### config.mk
export PLATFORM = sky130hd
export DESIGN_NAME = axi_burst_rom_flat
export DESIGN_NICKNAME = d
export VERILOG_FILES = /design/src/rtl/axi_pkg.sv /design/src/rtl/axi_burst_rom_if.sv /design/src/rtl/sync_rom.sv /design/src/rtl/axi_burst_rom.sv /design/src/flat_wrapper.sv
export SDC_FILE = /design/constraint.sdc
export NUM_CORES = 1
export LEC_CHECK = 0
export CAP_MARGIN = 40
export CORE_ASPECT_RATIO = 0.75
export CORE_MARGIN = 2
export CORE_UTILIZATION = 38
export DETAILED_ROUTE_END_ITERATION = 10
export PLACE_DENSITY = 0.79
export SLEW_MARGIN = 20
export SYNTH_ARGS = -nofsm -noshare
export SYNTH_HDL_FRONTEND = slang
export SYNTH_HIERARCHICAL = 1
export SYNTH_SLANG_ARGS = --single-unit
### constraint.sdc
create_clock -name clk -period 3 [get_ports clk]
set_clock_uncertainty 0.15 [all_clocks]
set_input_delay 0.6 -clock clk [delete_from_list [all_inputs] [get_ports clk]]
set_output_delay 0.6 -clock clk [all_outputs]
set_load 0.005 [all_outputs]
### src/rtl/axi_pkg.sv
// axi_pkg: AXI burst encodings, response codes and ROM FSM states
package axi_pkg;
  typedef enum logic [1:0] {FIXED = 2'd0, INCR = 2'd1, WRAP = 2'd2} burst_t;
  localparam logic [1:0] RESP_OKAY = 2'b00;
  localparam logic [1:0] RESP_SLVERR = 2'b10;
  typedef enum logic [1:0] {RD_IDLE, RD_FETCH, RD_BURST} rd_state_t;
  typedef enum logic [1:0] {W_ADDR, W_DATA, W_RESP} wr_state_t;
endpackage

### src/rtl/axi_burst_rom_if.sv
// axi_burst_rom_if: AXI4 read/write channel bundle between a master and the ROM slave
interface axi_burst_rom_if #(
  parameter int ID_WIDTH = 1,
  parameter int DATA_WIDTH = 32
);
  logic [ID_WIDTH-1:0] arid;
  logic [31:0] araddr;
  logic [7:0] arlen;
  logic [2:0] arsize;
  logic [1:0] arburst;
  logic arvalid, arready;
  logic [ID_WIDTH-1:0] rid;
  logic [DATA_WIDTH-1:0] rdata;
  logic [1:0] rresp;
  logic rlast, rvalid, rready;
  logic [ID_WIDTH-1:0] awid;
  logic [31:0] awaddr;
  logic [7:0] awlen;
  logic [2:0] awsize;
  logic [1:0] awburst;
  logic awvalid, awready;
  logic [DATA_WIDTH-1:0] wdata;
  logic [DATA_WIDTH/8-1:0] wstrb;
  logic wlast, wvalid, wready;
  logic [ID_WIDTH-1:0] bid;
  logic [1:0] bresp;
  logic bvalid, bready;
  modport slave (
    input arid, araddr, arlen, arsize, arburst, arvalid, rready,
    input awid, awaddr, awlen, awsize, awburst, awvalid, wdata, wstrb, wlast, wvalid, bready,
    output arready, rid, rdata, rresp, rlast, rvalid, awready, wready, bid, bresp, bvalid
  );
  modport master (
    output arid, araddr, arlen, arsize, arburst, arvalid, rready,
    output awid, awaddr, awlen, awsize, awburst, awvalid, wdata, wstrb, wlast, wvalid, bready,
    input arready, rid, rdata, rresp, rlast, rvalid, awready, wready, bid, bresp, bvalid
  );
endinterface

### src/rtl/sync_rom.sv
// sync_rom: registered-output ROM; stand-in image holds each word's own index, empty image name reads zero
module sync_rom #(
  parameter int ADDR_WIDTH = 8,
  parameter int DATA_WIDTH = 32,
  parameter string ROM_FILE = ""
) (
  input logic clk,
  input logic [ADDR_WIDTH-1:0] addr,
  output logic [DATA_WIDTH-1:0] data
);
  localparam bit BLANK = ROM_FILE == "";
  always_ff @(posedge clk) data <= BLANK ? '0 : DATA_WIDTH'(addr);
endmodule

### src/rtl/axi_burst_rom.sv
// axi_burst_rom: AXI4 read-only burst slave over sync_rom; writes are drained and answered with SLVERR
module axi_burst_rom
  import axi_pkg::*;
#(
  parameter int DATA_WIDTH = 32,
  parameter int SIZE_BYTES = 1024,
  parameter int ID_WIDTH = 1,
  parameter string ROM_FILE = "boot.mem"
) (
  input logic clk,
  input logic rst,
  axi_burst_rom_if.slave axi
);
  localparam int BPB = DATA_WIDTH / 8;
  localparam int LB = $clog2(BPB);
  localparam int AW = $clog2(SIZE_BYTES / BPB);
  rd_state_t rs, rs_n;
  wr_state_t ws, ws_n;
  logic live, bad, err, accept, ar_hs, aw_hs, unused_bits;
  logic [ID_WIDTH-1:0] id, bid;
  logic [31:0] addr, rom_addr;
  logic [7:0] len, cnt;
  logic [1:0] burst;
  logic [DATA_WIDTH-1:0] q;
  function automatic logic [31:0] next_addr(input logic [31:0] a, input logic [1:0] b, input logic [7:0] l);
    logic [31:0] m;
    m = ((32'(l) + 32'd1) << LB) - 32'd1;
    return b == FIXED ? a : b == WRAP ? (a & ~m) | ((a + 32'(BPB)) & m) : a + 32'(BPB);
  endfunction
  assign ar_hs = axi.arvalid && axi.arready;
  assign aw_hs = axi.awvalid && axi.awready;
  assign accept = axi.rvalid && axi.rready;
  assign rom_addr = accept ? next_addr(addr, burst, len) : addr;
  assign err = bad || addr >= 32'(SIZE_BYTES);
  always_ff @(posedge clk) begin
    if (!rst) begin
      rs <= RD_IDLE;
      ws <= W_ADDR;
      live <= 1'b0;
      id <= '0;
      bid <= '0;
      addr <= '0;
      len <= '0;
      cnt <= '0;
      burst <= '0;
      bad <= 1'b0;
    end else begin
      rs <= rs_n;
      ws <= ws_n;
      live <= 1'b1;
      if (ar_hs) begin
        id <= axi.arid;
        addr <= axi.araddr & ~32'(BPB - 1);
        len <= axi.arlen;
        cnt <= '0;
        burst <= axi.arburst;
        bad <= axi.arsize != 3'(LB) || axi.arburst == 2'd3 ||
               (axi.arburst == WRAP && !(axi.arlen inside {8'd1, 8'd3, 8'd7, 8'd15}));
      end else if (accept) begin
        addr <= next_addr(addr, burst, len);
        cnt <= cnt + 8'd1;
      end
      if (aw_hs) bid <= axi.awid;
    end
  end
  always_comb begin
    rs_n = rs == RD_IDLE ? (ar_hs ? RD_FETCH : RD_IDLE) : rs == RD_FETCH ? RD_BURST :
           rs == RD_BURST && !(accept && axi.rlast) ? RD_BURST : RD_IDLE;
    ws_n = ws == W_ADDR ? (aw_hs ? W_DATA : W_ADDR) : ws == W_DATA ? (axi.wvalid && axi.wlast ? W_RESP : W_DATA) :
           ws == W_RESP && !axi.bready ? W_RESP : W_ADDR;
  end
  // live holds the ready outputs low for the first cycle out of reset
  assign axi.arready = live && rs == RD_IDLE;
  assign axi.rvalid = rs == RD_BURST;
  assign axi.rlast = axi.rvalid && cnt == len;
  assign axi.rresp = axi.rvalid && err ? RESP_SLVERR : RESP_OKAY;
  assign axi.rdata = axi.rvalid && !err ? q : '0;
  assign axi.rid = id;
  assign axi.awready = live && ws == W_ADDR;
  assign axi.wready = ws == W_DATA;
  assign axi.bvalid = ws == W_RESP;
  assign axi.bresp = axi.bvalid ? RESP_SLVERR : RESP_OKAY;
  assign axi.bid = bid;
  assign unused_bits = ^{axi.awaddr, axi.awlen, axi.awsize, axi.awburst, axi.wdata, axi.wstrb, rom_addr};
  sync_rom #(.ADDR_WIDTH(AW), .DATA_WIDTH(DATA_WIDTH), .ROM_FILE(ROM_FILE)) u_rom (
    .clk(clk),
    .addr(rom_addr[AW+LB-1:LB]),
    .data(q)
  );
endmodule
### src/flat_wrapper.sv
// flat-port wrapper written by rule: the top's interface ports become plain ports
module axi_burst_rom_flat import axi_pkg::*;
#(
  parameter int DATA_WIDTH = 32,
  parameter int SIZE_BYTES = 1024,
  parameter int ID_WIDTH = 1,
  parameter string ROM_FILE = "        "
)
  (clk, rst, axi_arid, axi_araddr, axi_arlen, axi_arsize, axi_arburst, axi_arvalid, axi_rready, axi_awid, axi_awaddr, axi_awlen, axi_awsize, axi_awburst, axi_awvalid, axi_wdata, axi_wstrb, axi_wlast, axi_wvalid, axi_bready, axi_arready, axi_rid, axi_rdata, axi_rresp, axi_rlast, axi_rvalid, axi_awready, axi_wready, axi_bid, axi_bresp, axi_bvalid);
  axi_burst_rom_if #(.ID_WIDTH(ID_WIDTH), .DATA_WIDTH(DATA_WIDTH)) axi_i ();
  input logic clk;
  input logic rst;
  input wire logic [$bits(axi_i.arid)-1:0] axi_arid;
  input wire logic [$bits(axi_i.araddr)-1:0] axi_araddr;
  input wire logic [$bits(axi_i.arlen)-1:0] axi_arlen;
  input wire logic [$bits(axi_i.arsize)-1:0] axi_arsize;
  input wire logic [$bits(axi_i.arburst)-1:0] axi_arburst;
  input wire logic [$bits(axi_i.arvalid)-1:0] axi_arvalid;
  input wire logic [$bits(axi_i.rready)-1:0] axi_rready;
  input wire logic [$bits(axi_i.awid)-1:0] axi_awid;
  input wire logic [$bits(axi_i.awaddr)-1:0] axi_awaddr;
  input wire logic [$bits(axi_i.awlen)-1:0] axi_awlen;
  input wire logic [$bits(axi_i.awsize)-1:0] axi_awsize;
  input wire logic [$bits(axi_i.awburst)-1:0] axi_awburst;
  input wire logic [$bits(axi_i.awvalid)-1:0] axi_awvalid;
  input wire logic [$bits(axi_i.wdata)-1:0] axi_wdata;
  input wire logic [$bits(axi_i.wstrb)-1:0] axi_wstrb;
  input wire logic [$bits(axi_i.wlast)-1:0] axi_wlast;
  input wire logic [$bits(axi_i.wvalid)-1:0] axi_wvalid;
  input wire logic [$bits(axi_i.bready)-1:0] axi_bready;
  output wire logic [$bits(axi_i.arready)-1:0] axi_arready;
  output wire logic [$bits(axi_i.rid)-1:0] axi_rid;
  output wire logic [$bits(axi_i.rdata)-1:0] axi_rdata;
  output wire logic [$bits(axi_i.rresp)-1:0] axi_rresp;
  output wire logic [$bits(axi_i.rlast)-1:0] axi_rlast;
  output wire logic [$bits(axi_i.rvalid)-1:0] axi_rvalid;
  output wire logic [$bits(axi_i.awready)-1:0] axi_awready;
  output wire logic [$bits(axi_i.wready)-1:0] axi_wready;
  output wire logic [$bits(axi_i.bid)-1:0] axi_bid;
  output wire logic [$bits(axi_i.bresp)-1:0] axi_bresp;
  output wire logic [$bits(axi_i.bvalid)-1:0] axi_bvalid;
  assign axi_i.arid = axi_arid;
  assign axi_i.araddr = axi_araddr;
  assign axi_i.arlen = axi_arlen;
  assign axi_i.arsize = axi_arsize;
  assign axi_i.arburst = axi_arburst;
  assign axi_i.arvalid = axi_arvalid;
  assign axi_i.rready = axi_rready;
  assign axi_i.awid = axi_awid;
  assign axi_i.awaddr = axi_awaddr;
  assign axi_i.awlen = axi_awlen;
  assign axi_i.awsize = axi_awsize;
  assign axi_i.awburst = axi_awburst;
  assign axi_i.awvalid = axi_awvalid;
  assign axi_i.wdata = axi_wdata;
  assign axi_i.wstrb = axi_wstrb;
  assign axi_i.wlast = axi_wlast;
  assign axi_i.wvalid = axi_wvalid;
  assign axi_i.bready = axi_bready;
  assign axi_arready = axi_i.arready;
  assign axi_rid = axi_i.rid;
  assign axi_rdata = axi_i.rdata;
  assign axi_rresp = axi_i.rresp;
  assign axi_rlast = axi_i.rlast;
  assign axi_rvalid = axi_i.rvalid;
  assign axi_awready = axi_i.awready;
  assign axi_wready = axi_i.wready;
  assign axi_bid = axi_i.bid;
  assign axi_bresp = axi_i.bresp;
  assign axi_bvalid = axi_i.bvalid;
  axi_burst_rom #(.DATA_WIDTH(DATA_WIDTH), .SIZE_BYTES(SIZE_BYTES), .ID_WIDTH(ID_WIDTH), .ROM_FILE(ROM_FILE)) u_core (.clk(clk), .rst(rst), .axi(axi_i));
endmodule
Word-level counts from Yosys, hierarchy flattened
Index checks and enable logic that the tools add are counted.
Operators by class
  $add $sub $neg: 4
  order comparisons: 1
  eq/ne operators: 14
  muxes and demuxes: 17
  bitwise gates (word level): 6
  reduce and logical (&&, ||, !) cells: 28
Operator list (number)
  2-to-1 mux 32 bit: 4
  AND 32 bit: 2
  adder 32 x 3 -> 32 bit, second input constant: 1
  >= comparator 32 x 11 -> 1 bit, second input constant: 1
  inverter 32 bit: 1
  bitwise OR 32 bit: 1
  subtractor 32 x 1 -> 32 bit, second input constant: 1
  2-to-1 mux 2 bit: 9
  logical AND 1 bit: 13
  == test 2 bit, second input constant: 5
  adder 8 x 1 -> 9 bit, second input constant: 1
  adder 8 x 1 -> 8 bit, second input constant: 1
  == test 8 x 1 -> 1 bit, second input constant: 1
  == test 8 x 2 -> 1 bit, second input constant: 1
  == test 8 x 3 -> 1 bit, second input constant: 1
  == test 8 x 4 -> 1 bit, second input constant: 1
  == test 8 bit: 1
  2-to-1 mux 8 bit: 1
  zero test 2 bit: 3
  == test 2 x 1 -> 1 bit, second input constant: 2
  zero test 1 bit: 4
  AND reduction 2 bit: 2
  nonzero test 4 bit: 1
  logical OR 1 bit: 3
  6 further kinds: 9
Storage, ports and cells
  bits in registers: 66
  bits of input ports: 136
  output and inout bits: 44

Longest topological paths before layout
  depth in word-level cells: 9
  gate-level depth with buffers: 9
  mapped depth without buffers: 8

Cells and area by module
Netlist, hierarchy kept.
Modules (own cells, without submodules)
  axi_burst_rom: instances 1, cells an instance 470, area each 3509.6 µm², sequential area each 1121.1 µm²
  sync_rom: instances 1, cells an instance 33, area each 344.1 µm², sequential area each 160.2 µm²

Worst setup path after synthesis
Ideal clock, no wire load.
  path type: register to register
  start: register u_core.len[1]
  end: register u_core.addr[17]
  setup time: 0.070 ns
  data arrival time: 2.606 ns
  required time: 2.780 ns
  slack: 0.173 ns
  cell stages (with the launch flop): 9
  path buffers: 0
  cells stage by stage: dfxtp_1 -> ha_1 -> xor2_1 -> or4_1 -> a211o_1 -> o21a_1 -> or4_1 -> or3_1 -> a21oi_1
On the way
  cells in the longest elaborated chain, start to end: 9
RTL lines
  start: declaration: line axi_burst_rom.sv:22  | logic [7:0] len, cnt;
  start signal: assignment: line axi_burst_rom.sv:54  | len <= axi.arlen;
  adder 8 x 1 -> 9 bit (*)
  subtractor 32 x 1 -> 32 bit (*): line axi_burst_rom.sv:27  | m = ((32'(l) + 32'd1) << LB) - 32'd1;
  inverter 32 bit: line axi_burst_rom.sv:28  | return b == FIXED ? a : b == WRAP ? (a & ~m) | ((a + 32'(BPB)) & m) : a + 32'(BPB);
  AND 32 bit: line axi_burst_rom.sv:28
  bitwise OR 32 bit (*): line axi_burst_rom.sv:28
  2-to-1 mux 32 bit (*): line axi_burst_rom.sv:28
  2-to-1 mux 32 bit (*) (2 in series)
  2-to-1 mux 32 bit (*): line axi_burst_rom.sv:51  | if (ar_hs) begin
  end signal: assignment: line axi_burst_rom.sv:53  | addr <= axi.araddr & ~32'(BPB - 1);
  end signal: assignment: line axi_burst_rom.sv:60  | addr <= next_addr(addr, burst, len);
  end: declaration: line axi_burst_rom.sv:21  | logic [31:0] addr, rom_addr;
Every way passes the cells marked *; elsewhere a longest branch is shown, timed or not. The select of a mux whose other input is x is not followed.
A chain may end at the register's enable or synchronous reset.

Worst setup path in the final report
  start: register u_core.len[0]
  end: register u_core.addr[17]
The elaborated chain is that of the path after synthesis.

==> run summary <==
HP Start = u_core/axi.rid$_SDFFE_PN0P_
critical path fanouts, max = 4
hold depth = 2
met2 wire length = 4520 um
setup TNS = 0 ns
Worst VDD drop = 0.000205 V
mux cell area share after synthesis = 1.14%
Power Density = 434 nW/um^2
initial DRC count = 254
Synth top area share = 33.2%
# diodes = 0
Worst Setup End Kind = flop
reg-to-reg startpoint = u_core/len[0]$_SDFFE_PN0P_
mapped cell area = 3850 um^2
Net Switching = 0.000561 W
ys flop type = dfxtp_1
total power = 0.00217 W
dpl ws = 0.0375 ns
min cycle time layout = 2.93 ns
Yosys reg bits = 64
Pins Over Slew Limit = 0
Comb pwr share = 14.9%
most common cell in the netlist = nand2_1
Hold Path End = u_core/axi.rid$_SDFFE_PN0P_
DRT Wirelength = 10500 um
CTS Buf Count = 9
CP Launch Type = flop
standard-cell rows = 31
DR WL met3 = 991 um
Post-synth ARST share = 0%
Skew-Pair Late Insertion Delay = 0.33 ns
post-synthesis cell type count = 56
wire length of the first global-routing pass = 17100 um
Die W = 120 um
die footprint = 11000 um^2
share of layout cells above drive strength 1 = 10.7%
Total GRT Usage = 19.2%
core box area = 9770 um^2
Initial DRT Pass Iterations = 5
CTS tree = yes
FMAX = 0.341 GHz
number of fill cells = 938
vias in the first global route = 3616
top layer in use = met4
Die Height = 91.2 um
R2R depth = 8
IO buf count = 70
Final setup viols = 0
status = complete, no violations
largest net degree at the start of global routing = 46
gpl congestion = 0.898
Initial Utilization = 39.4%
cell internal pwr = 0.00161 W
Worst R2R End = u_core/addr[17]$_SDFFE_PN0P_
Post-synth EDFFs = 0
post-synthesis simple-gate area fraction = 31.4%
GR Overflow Total = 0
Final nets = 716
CTS sink cnt = 64
Ports = 180
period utilization = 97.8%
Compound-Gate Fraction of Synth Area = 15.7%
CP required = 3.10 ns
# DRC = 0
Worst Tran Pin Value = 0.737 ns
Seq/Total Area, Yosys = 33.2%
largest family of logic cells by synthesized area = simple AND/OR/NAND/NOR gates
final hold vios = 0
Clock Power Share = 41.6%
maxcap violations = 0
Leak = 1.98 nW
Post-Synth XOR/XNOR Area = 8.18%
R2R setup slack = 0.07 ns
Metal-1 WL = 4840 um
Via Count = 3860
Seq pwr share = 43.5%
WS Path Type = flop to flop
YS warnings = 6
Post-DP HPWL = 7680 um
drt wl/cell = 14.7 um
Bufs on Longest Clock Path = 2
vias per cell = 5.41
Synth area leaders = dfxtp_1 33%, and3_1 6.7%, nand2_1 6.4%
Post-Synthesis Cells = 503
Root Buffer = clkbuf_16
initial antenna violation count = 0
Post-synth top cells = 66 x nand2_1, 64 x dfxtp_1, 45 x nor2_1
area grow syn2layout = 30.1%
Post-Synth Adder-Cell Area = 0.974%
relative slew slack = 50.7%
remaining antenna violation count = 0
Clock Pin Slew Worst Setup and Hold Paths = 0.05 ns
worst min path class = flop to flop
Syn Area/Cell = 7.66 um^2
min setup slack post-route = 0.0661 ns
H-tree depth = 3
Net Sw Frac = 25.8%
Crit path arrival time = 3.03 ns
Synth area leader = dfxtp_1
## cell type report
| type | instances | area [um^2] | area share [%] |
|---|---|---|---|
| clock inverter | 4 | 22.5 | 0.449 |
| tap | 132 | 165 | 3.29 |
| timing repair buffer | 96 | 900 | 17.9 |
| inverter | 9 | 33.8 | 0.674 |
| multi-input combinational | 397 | 2370 | 47.2 |
| clock buffer | 11 | 233 | 4.64 |
| sequential | 64 | 1290 | 25.8 |
## sequential cells by signal, summed over array words and instances (netlist names)
name	cells
u_core/cnt	8
u_core/u_rom/data	8
u_core/axi.rid	1
u_core/rs	2
u_core/ws	2
u_core/live	1
u_core/axi.bid	1
u_core/bad	1
u_core/len	8
u_core/addr	30
u_core/burst	2
## metrics by stage
step                std cells  area (um^2)  hold WS [ns]  utilization (%)
global placement          696         4670         0.294             47.8
finish                    713         5010         0.310             51.3
global route              713         5010         0.359             51.3
floorplan                 527         3940         0.303                -
detailed placement        696         4670         0.300             47.8
CTS                       711         4930         0.310             50.4
## power groups by stage
stage                     clock, W  combinational [W]  sequential (W)
after global placement           0           0.000300        0.000953
final                     0.000905           0.000323        0.000945
after CTS                 0.000925           0.000311        0.000940
after floorplan                  0           0.000198        0.000939
after global routing      0.000953           0.000357        0.000951
after detailed placement         0           0.000308        0.000956
## cell usage in the layout (no fill, tap or decap), drive strengths merged, types with 13 or more instances in the layout
| master | instances |
|---|---|
| nor2 | 45 |
| clkdlybuf4s50 | 70 |
| xnor2 | 22 |
| dfxtp | 64 |
| xor2 | 14 |
| nor3 | 13 |
| and3 | 41 |
| a21oi | 27 |
| nand3 | 19 |
| nand4 | 15 |
| nand2 | 66 |
| conb | 26 |
| buf | 26 |
## worst max path at each step
stage,from,to,slack [ns],depth (start not counted)
floorplan,u_core/len[1]$_SDFFE_PN0P_,u_core/addr[17]$_SDFFE_PN0P_,0.17,8
global placement,u_core/len[1]$_SDFFE_PN0P_,u_core/addr[17]$_SDFFE_PN0P_,0.08,8
detailed placement,u_core/len[1]$_SDFFE_PN0P_,u_core/addr[17]$_SDFFE_PN0P_,0.04,8
CTS,u_core/addr[18]$_SDFFE_PN0P_,axi_rdata[5],0.003,6
global route,u_core/len[1]$_SDFFE_PN0P_,u_core/addr[17]$_SDFFE_PN0P_,-0.02,8
finish,u_core/len[0]$_SDFFE_PN0P_,u_core/addr[17]$_SDFFE_PN0P_,0.07,8
## logic make-up (layout without fill, tap and decap cells)
| group | after synthesis | count (layout) |
|---|---|---|
| multiplexers | 4 | 4 |
| XOR/XNOR | 36 | 36 |
| other | 2 | 26 |
| AND/OR/NAND/NOR | 239 | 239 |
| flip-flops | 64 | 64 |
| buffers and inverters | 66 | 120 |
| adder cells (fa/ha/maj) | 3 | 3 |
| AO/OA/AOI/OAI | 89 | 89 |
## layer usage
metal,vias up,track usage (%)
met5,-,0
li1,1882,-
met1,1757,25.7
met3,16,4.65
met2,205,30.3
met4,0,6.30
## critical path, stage by stage, from the launching register on
cell     delay [ns]
dfxtp_2        0.34
ha_1           0.22
xor2_1         0.13
or4_1          0.42
a211o_1        0.37
o21a_1         0.23
or4_4          0.50
or3_4          0.34
a21oi_1        0.15
## what timing repair did
item	CTS	global route
setup endpoints to repair	8	13
hold buffers	0	0
buffers inserted	0	2
pin swaps	1	5
gates resized for setup	1	18
No activity file was read; power rests on OpenSTA's default activity.
